File: src/rtl/prefetch_fetch_if.sv
// -----------------------------------------------------------------------------
// prefetch_fetch_if
//   Bundles the fetch-stage bus: the redirect request, the instruction-memory
//   read port and the decode-side output handshake.
//
//   modport master : the fetch stage (drives imem_ren/imem_raddr, out_*, occupancy)
//   modport slave  : the environment (drives redirect, imem_rdata, out_ready)
//
//   Output handshake: an instruction transfers to DEC in any cycle where
//   out_valid and out_ready are both 1 at the rising clock edge. While
//   out_valid=1 and out_ready=0, out_pc/out_instr hold their values. out_valid
//   never depends on out_ready; out_pc/out_instr are don't-care while
//   out_valid=0.
// -----------------------------------------------------------------------------
interface prefetch_fetch_if #(
  parameter int PC_WIDTH    = 32,
  parameter int INSTR_WIDTH = 32,
  parameter int FIFO_DEPTH  = 4
);
  localparam int OCC_W = $clog2(FIFO_DEPTH) + 1;

  logic                   redirect;
  logic [PC_WIDTH-1:0]    redirect_pc;
  logic                   imem_ren;
  logic [PC_WIDTH-1:0]    imem_raddr;
  logic [INSTR_WIDTH-1:0] imem_rdata;
  logic                   out_valid;
  logic                   out_ready;
  logic [PC_WIDTH-1:0]    out_pc;
  logic [INSTR_WIDTH-1:0] out_instr;
  logic [OCC_W-1:0]       occupancy;

  modport master (
    input  redirect, redirect_pc, imem_rdata, out_ready,
    output imem_ren, imem_raddr, out_valid, out_pc, out_instr, occupancy
  );

  modport slave (
    output redirect, redirect_pc, imem_rdata, out_ready,
    input  imem_ren, imem_raddr, out_valid, out_pc, out_instr, occupancy
  );
endinterface

File: src/rtl/prefetch_fetch.sv
// -----------------------------------------------------------------------------
// prefetch_fetch
//   Instruction fetch stage with a prefetch queue. Holds the fetch PC, issues
//   reads to a synchronous instruction memory (data returns one cycle after
//   imem_ren), queues each returned instruction tagged with its PC, and
//   presents the queue head to decode. A redirect flushes the queue, drops the
//   read in flight and restarts fetch at redirect_pc.
//
//   Ports:
//     clk  : clock, all state changes on the rising edge
//     rst  : asynchronous active-high reset
//     bus  : prefetch_fetch_if.master (redirect, imem read port, out_* handshake,
//            occupancy)
// -----------------------------------------------------------------------------
module prefetch_fetch #(
  parameter int PC_WIDTH    = 32,
  parameter int INSTR_WIDTH = 32,
  parameter int FIFO_DEPTH  = 4,
  parameter int PC_STEP     = 1,
  parameter int RESET_PC    = 0
) (
  input logic              clk,
  input logic              rst,
  prefetch_fetch_if.master bus
);
  localparam int AW = $clog2(FIFO_DEPTH);
  localparam int CW = AW + 1;

  localparam logic [PC_WIDTH-1:0] STEP_C  = PC_WIDTH'(PC_STEP);
  localparam logic [PC_WIDTH-1:0] RST_PC  = PC_WIDTH'(RESET_PC);
  localparam logic [CW:0]         DEPTH_C = FIFO_DEPTH[CW:0];
  localparam logic [AW-1:0]       PTR_ONE = {{(AW-1){1'b0}}, 1'b1};
  localparam logic [CW-1:0]       CNT_ONE = {{AW{1'b0}}, 1'b1};

  logic [PC_WIDTH-1:0]    r_fetch_pc;
  logic [PC_WIDTH-1:0]    r_tag;       // PC of the read currently in flight
  logic                   r_inflight;
  logic [AW-1:0]          r_rd_ptr;
  logic [AW-1:0]          r_wr_ptr;
  logic [CW-1:0]          r_count;
  logic [PC_WIDTH-1:0]    r_pc_q    [FIFO_DEPTH];
  logic [INSTR_WIDTH-1:0] r_instr_q [FIFO_DEPTH];

  logic        w_pop;
  logic        w_push;
  logic [CW:0] w_committed;
  logic        w_room;
  logic        w_issue;

  assign w_pop  = (r_count != '0) && bus.out_ready;
  // Returning data is thrown away in the cycle a redirect arrives.
  assign w_push = r_inflight && !bus.redirect;

  // Slots already spoken for after this cycle: queued + in flight - leaving.
  // A new read is issued only when a slot is still free, so the data always
  // has somewhere to land and the queue cannot overflow. Counting this
  // cycle's pop as a freed slot keeps a full-rate stream with no bubbles.
  assign w_committed = {1'b0, r_count}
                     + {{CW{1'b0}}, r_inflight}
                     - {{CW{1'b0}}, w_pop};
  assign w_room      = w_committed < DEPTH_C;
  assign w_issue     = !rst && !bus.redirect && w_room;

  assign bus.imem_ren   = w_issue;
  assign bus.imem_raddr = r_fetch_pc;
  assign bus.out_valid  = (r_count != '0);
  assign bus.out_pc     = r_pc_q[r_rd_ptr];
  assign bus.out_instr  = r_instr_q[r_rd_ptr];
  assign bus.occupancy  = r_count;

  always_ff @(posedge clk or posedge rst) begin
    if (rst) begin
      r_fetch_pc <= RST_PC;
      r_tag      <= RST_PC;
      r_inflight <= 1'b0;
      r_rd_ptr   <= '0;
      r_wr_ptr   <= '0;
      r_count    <= '0;
    end else if (bus.redirect) begin
      // A pop in this cycle has already been taken by decode; the remaining
      // entries and the in-flight read belong to the wrong path.
      r_fetch_pc <= bus.redirect_pc;
      r_inflight <= 1'b0;
      r_rd_ptr   <= '0;
      r_wr_ptr   <= '0;
      r_count    <= '0;
    end else begin
      r_inflight <= w_issue;
      if (w_issue) begin
        r_tag      <= r_fetch_pc;
        r_fetch_pc <= r_fetch_pc + STEP_C;  // wraps modulo 2^PC_WIDTH
      end
      if (w_push) r_wr_ptr <= r_wr_ptr + PTR_ONE;
      if (w_pop)  r_rd_ptr <= r_rd_ptr + PTR_ONE;
      case ({w_push, w_pop})
        2'b10:   r_count <= r_count + CNT_ONE;
        2'b01:   r_count <= r_count - CNT_ONE;
        default: r_count <= r_count;
      endcase
    end
  end

  // Queue storage needs no reset: entries are only read while counted valid.
  always_ff @(posedge clk) begin
    if (w_push) begin
      r_pc_q[r_wr_ptr]    <= r_tag;
      r_instr_q[r_wr_ptr] <= bus.imem_rdata;
    end
  end
endmodule
File: src/flat_wrapper.sv
// flat-port wrapper written by rule: the top's interface ports become plain ports
module prefetch_fetch_flat 
#(
  parameter int PC_WIDTH    = 32,
  parameter int INSTR_WIDTH = 32,
  parameter int FIFO_DEPTH  = 4,
  parameter int PC_STEP     = 1,
  parameter int RESET_PC    = 0
)
  (clk, rst, bus_redirect, bus_redirect_pc, bus_imem_rdata, bus_out_ready, bus_imem_ren, bus_imem_raddr, bus_out_valid, bus_out_pc, bus_out_instr, bus_occupancy);
  prefetch_fetch_if #(.PC_WIDTH(PC_WIDTH), .INSTR_WIDTH(INSTR_WIDTH), .FIFO_DEPTH(FIFO_DEPTH)) bus_i ();
  input logic clk;
  input logic rst;
  input wire logic [$bits(bus_i.redirect)-1:0] bus_redirect;
  input wire logic [$bits(bus_i.redirect_pc)-1:0] bus_redirect_pc;
  input wire logic [$bits(bus_i.imem_rdata)-1:0] bus_imem_rdata;
  input wire logic [$bits(bus_i.out_ready)-1:0] bus_out_ready;
  output wire logic [$bits(bus_i.imem_ren)-1:0] bus_imem_ren;
  output wire logic [$bits(bus_i.imem_raddr)-1:0] bus_imem_raddr;
  output wire logic [$bits(bus_i.out_valid)-1:0] bus_out_valid;
  output wire logic [$bits(bus_i.out_pc)-1:0] bus_out_pc;
  output wire logic [$bits(bus_i.out_instr)-1:0] bus_out_instr;
  output wire logic [$bits(bus_i.occupancy)-1:0] bus_occupancy;
  assign bus_i.redirect = bus_redirect;
  assign bus_i.redirect_pc = bus_redirect_pc;
  assign bus_i.imem_rdata = bus_imem_rdata;
  assign bus_i.out_ready = bus_out_ready;
  assign bus_imem_ren = bus_i.imem_ren;
  assign bus_imem_raddr = bus_i.imem_raddr;
  assign bus_out_valid = bus_i.out_valid;
  assign bus_out_pc = bus_i.out_pc;
  assign bus_out_instr = bus_i.out_instr;
  assign bus_occupancy = bus_i.occupancy;
  prefetch_fetch #(.PC_WIDTH(PC_WIDTH), .INSTR_WIDTH(INSTR_WIDTH), .FIFO_DEPTH(FIFO_DEPTH), .PC_STEP(PC_STEP), .RESET_PC(RESET_PC)) u_core (.clk(clk), .rst(rst), .bus(bus_i));
endmodule
File: config.mk
export PLATFORM = sky130hd
export DESIGN_NAME = prefetch_fetch_flat
export DESIGN_NICKNAME = d
export VERILOG_FILES = /design/src/rtl/prefetch_fetch_if.sv /design/src/rtl/prefetch_fetch.sv /design/src/flat_wrapper.sv
export SDC_FILE = /design/constraint.sdc
export NUM_CORES = 1
export LEC_CHECK = 0
export CAP_MARGIN = 30
export CORE_MARGIN = 2
export CORE_UTILIZATION = 55
export DETAILED_ROUTE_END_ITERATION = 10
export DONT_BUFFER_PORTS = 1
export PLACE_DENSITY_LB_ADDON = 0.15
export SYNTH_ARGS = -nofsm -noshare
export SYNTH_HDL_FRONTEND = slang
export SYNTH_SLANG_ARGS = --single-unit
export TNS_END_PERCENT = 5
File: constraint.sdc
create_clock -name clk -period 4.4 [get_ports clk]
set_clock_uncertainty 0.2 [all_clocks]
set_input_delay 0.44 -clock clk [delete_from_list [all_inputs] [get_ports clk]]
set_output_delay 0.44 -clock clk [all_outputs]
set_load 0.05 [all_outputs]
==> summary.md <==
| Metric | Value |
|---|---|
| Switching part of the total | 0.3499 |
| Critical path endpoint category | output pin |
| Headroom to the max-slew limit | 0.3879 |
| Via count of the first global-routing pass | 6783 |
| Total iterations of the first detailed-routing run | 5 |
| Count of H-tree levels built during CTS | 1 |
| Setup TNS | 0 ns |
| RSZ-0062 raised after global routing | no |
| Dominant combinational cell family by area after synthesis | multiplexers |
| Share of final-layout standard cells stronger than drive strength 1 | 0.2093 |
| Clock slew at the register clock pins of the worst setup and hold paths | 0.06 ns |
| Per-instance average area after synthesis | 18.59 µm² |
| Number of setup violations in the final report | 0 |
| Number of cells on the worst hold path | 2 |
| Number of antenna violations at the first check in global routing | 0 |
| Reg power frac | 0.460 |
| Synth warnings | 0 |
| Worst reg2reg path endpoint | u_core.bus.imem_raddr[25] |
| Worst IR Drop VDD | 0.4599 mV |
| Area overhead of the layout relative to synthesis | 16.95% |
| Most common cell on crit path | sky130_fd_sc_hd__inv_1 |
| Result of the run | complete, no violations |
| Remaining global-route overflow | 0 |
| Root Buffer Master | sky130_fd_sc_hd__clkbuf_16 |
| Post-synthesis mux area share | 0.1387 |
| Number of ports placed on the die boundary | between 150 and 200 |
| 1st-iter DRT viols | 441 |
| Min-Delay Endpoint | u_core.bus.occupancy[0] |
| Fraction of the mapped netlist area in compound gates | 0.03555 |
| Largest net degree at the start of global routing | 73 |
| Number of nets still failing antenna checks after routing | 0 |
| Routed WL per cell | 22.91 µm |
| Netlist area before placement | 12880 µm² |
| Overall power of the completed layout | 9603 µW |
| CP required | approximately 3.8 ns |
| Number of clock buffers inserted by TritonCTS | 31 |
| Switching power total | 3360 µW |
| Arrival time worst endpoint | 3.48 ns |
| # rows | 55 |
| Total detailed-routing wirelength | 25460 µm |
| Power Internal | 6243 µW |
| Synth unique cells | 44 |
| Die X-Extent | approximately 160 µm |
| Proportion of synthesized chip area in sequential cells | 0.7367 |
| Overall global routing resource usage | 0.2094 |
| Input/output buffers | 0 |
| Max Transition Viols Final | 0 |
| ANT cells | 0 |
| Global-route wire length before repair | 38780 µm |
| Slowest stage delay, CP | 0.49 ns |
| Vias | approximately 6500 |
| Clock network fraction of design power | 0.270 |
| Buffers inserted by post-CTS timing repair | 0 |
| Startpoint kind of the worst setup timing path | flop |
| Estimated wirelength of the detail-placed design | 16120 µm |
| Simple-gate share of the synthesized area | 0.04206 |
| Period Utilization, post-route | 0.9358 |
| Fraction of synthesis flops using an asynchronous set or reset pin | 0.2195 |
| Synth Area in XOR/XNOR | 0.02108 |
| Origin of the critical flop-to-flop path | u_core.bus.occupancy[1] |
| Setup WS post-layout | 0.2826 ns |
| Starting density of the core | 0.5638 |
| Number of nets in the finished design | 851 |
| Number of flip-flops and latches in the synthesized netlist | 328 |
| Synthesized Nets | between 700 and 800 |
| Ratio of total power to cell area | 637.5 nW/µm² |
| Worst r2r path cells | 12 |
| Hold violation total from the final report | 0 |
| Die outline area | 24660 µm² |
| Top achievable clock speed | 242.9 MHz |
| DR vias/cell | 5.877 |
| Worst-Skew Late Latency | 0.55 ns |
| Worst path slowest cell | sky130_fd_sc_hd__or4b_1 |
| DP Worst Slack | 0.6224 ns |
| Cells along the critical path | o31ai_1, buf_4, inv_1, ha_1, inv_1, ha_1, and3b_1, or4b_1, buf_4, a21o_4, inv_1, buf_12 |
| Worst Min Path Start | bus_redirect |
| Type of the worst setup path | flop to output pin |
| HP Class | input port to flop |
| Max Cap Viol | 0 |
| Post-synthesis adder-cell area fraction | 0.009325 |
| Setup slack, reg-to-reg | between 0.7 and 0.8 ns |
| Filler Cell Count | 1574 |
| CORE AREA | 22850 µm² |
| Cell count after synthesis | 693 |
| Critical-path maximum fanout | 32 |
| Height of the die | 157.0 µm |
| Tightest Pin Transition | 0.9182 ns |
| Number of flops mapped to enable cells by yosys | 256 |
| DRC | 0 |
| Part of the power in combinational logic | 0.270 |
| Routability congestion estimate from global placement | 0.8357 |
| Clock tree from TritonCTS | done |
| Static power due to leakage | 0.005026 µW |
| Number of buffers on the longest clock path | 3 |
| Clock sinks | 328 |
| Shortest clock period the worst path allows after layout | 4.117 ns |
| Top flip-flop cell by instance count after synthesis | sky130_fd_sc_hd__edfxtp_1 |
==> synthesized netlist by cell type (all sizes together) (6+ instances only) <==
cell type  number  share of area
mux4           64           0.11
ha              8         0.0078
inv            18         0.0052
and2            6         0.0029
a2111oi        13         0.0093
or4             6         0.0035
mux2           28          0.024
buf            14         0.0054
o31ai           6         0.0035
nor2           18         0.0052
xnor2          26          0.018
nand2          44          0.013
nand3          13         0.0051
edfxtp        256           0.60
o21ai          29          0.011
dfrtp          72           0.14
clkbuf         20         0.0059
a211oi          8         0.0047
==> final cells by class <==
type / count / area [µm²] / area share
Timing Repair Buffer: 82 / 903.4 / 0.05997
Clock buffer: 33 / 783.3 / 0.05199
Tap cell: 313 / 391.6 / 0.02600
Inverter: 18 / 68.82 / 0.004568
Sequential cell: 328 / 9497 / 0.6304
Clock inverter: 24 / 219.0 / 0.01453
Multi-Input combinational cell: 313 / 3202 / 0.2125
==> power by group through the flow <==
stage | registers, µW | clock network, µW | logic, µW
floorplan | 4300 | 0 | 2240
global route | 4490 | 2760 | 2740
CTS | 4430 | 2640 | 2620
detailed placement | 4490 | 0 | 2550
global placement | 4480 | 0 | 2450
finish | 4420 | 2590 | 2590
==> routing by layer <==
metal / vias up / global-route usage / routed length [µm]
met5: - / 0 / 0
met3: 41 / 0.05589 / 1965
li1: 2899 / - / -
met2: 222 / 0.3532 / 12810
met4: 0 / 0.06667 / 689
met1: 3367 / 0.2682 / 9988
==> flip-flops by register name, indices dropped and copies added, names as in the netlist <==
register               cells
u_core.r_pc_q            128
u_core.r_wr_ptr            2
u_core.bus.occupancy       3
u_core.r_inflight          1
u_core.r_tag              32
u_core.bus.imem_raddr     32
u_core.r_instr_q         128
u_core.r_rd_ptr            2
==> metrics by stage <==
stage | instances | util | instance area [µm²] | hold slack (ns)
finish | 1111 | 0.6594 | 15060 | 0.01934
global route | 1111 | 0.6594 | 15060 | 0.02080
CTS | 1111 | 0.6591 | 15060 | 0.0004710
detailed placement | 988 | 0.5859 | 13390 | 0.3028
global placement | 983 | 0.5798 | 13250 | 0.2814
floorplan | 693 | - | 12880 | 0.2709
==> layout by cell type, fill, tap and decap left out, drive strengths merged, types with 8 or more instances in the layout <==
cell type	count
clkbuf	33
buf	17
a2111oi	13
a211oi	8
nand3	13
nand2	44
mux4	64
nor2	18
clkinv	18
o21ai	29
xnor2	26
edfxtp	256
dlygate4sd3	65
dfrtp	72
mux2	28
inv	18
ha	8
==> cell families after synthesis <==
kind of cell	Yosys count
and+or+nand+nor	109
xor gates and xnor gates	31
buffers and inverters	52
muxes	95
adders and majority gates	9
DFF	328
AOI/OAI and AO/OA	69
==> worst max-delay path, delay by kind of cell (launching register included) <==
family                     cells  cell delay [ns]
AOI/OAI and AO/OA              2             0.62
adders and majority gates      2             0.39
DFF                            1             0.38
buffers and inverters          6             0.84
and+or+nand+nor                2             0.68
==> worst max-delay path by stage <==
stage / from / to / slack (ns) / depth (start not counted)
after global routing: u_core.bus.occupancy[1] / bus_imem_ren / 0.12 / 12
after CTS: u_core.bus.occupancy[1] / bus_imem_ren / 0.1 / 12
after floorplan: rst / bus_imem_ren / 0.19 / 6
after detailed placement: u_core.bus.occupancy[1] / u_core.bus.imem_raddr[25] / 0.62 / 12
after global placement: u_core.bus.occupancy[1] / u_core.bus.imem_raddr[28] / 0.80 / 12
final: u_core.bus.occupancy[1] / bus_imem_ren / 0.28 / 12
==> timing repair <==
item	in CTS	in global routing
endpoints found under the hold margin	239	0
setup endpoints to repair	0	1
resized for setup	0	1
hold buffers	66	0
Power figures use the tool's default switching activity.
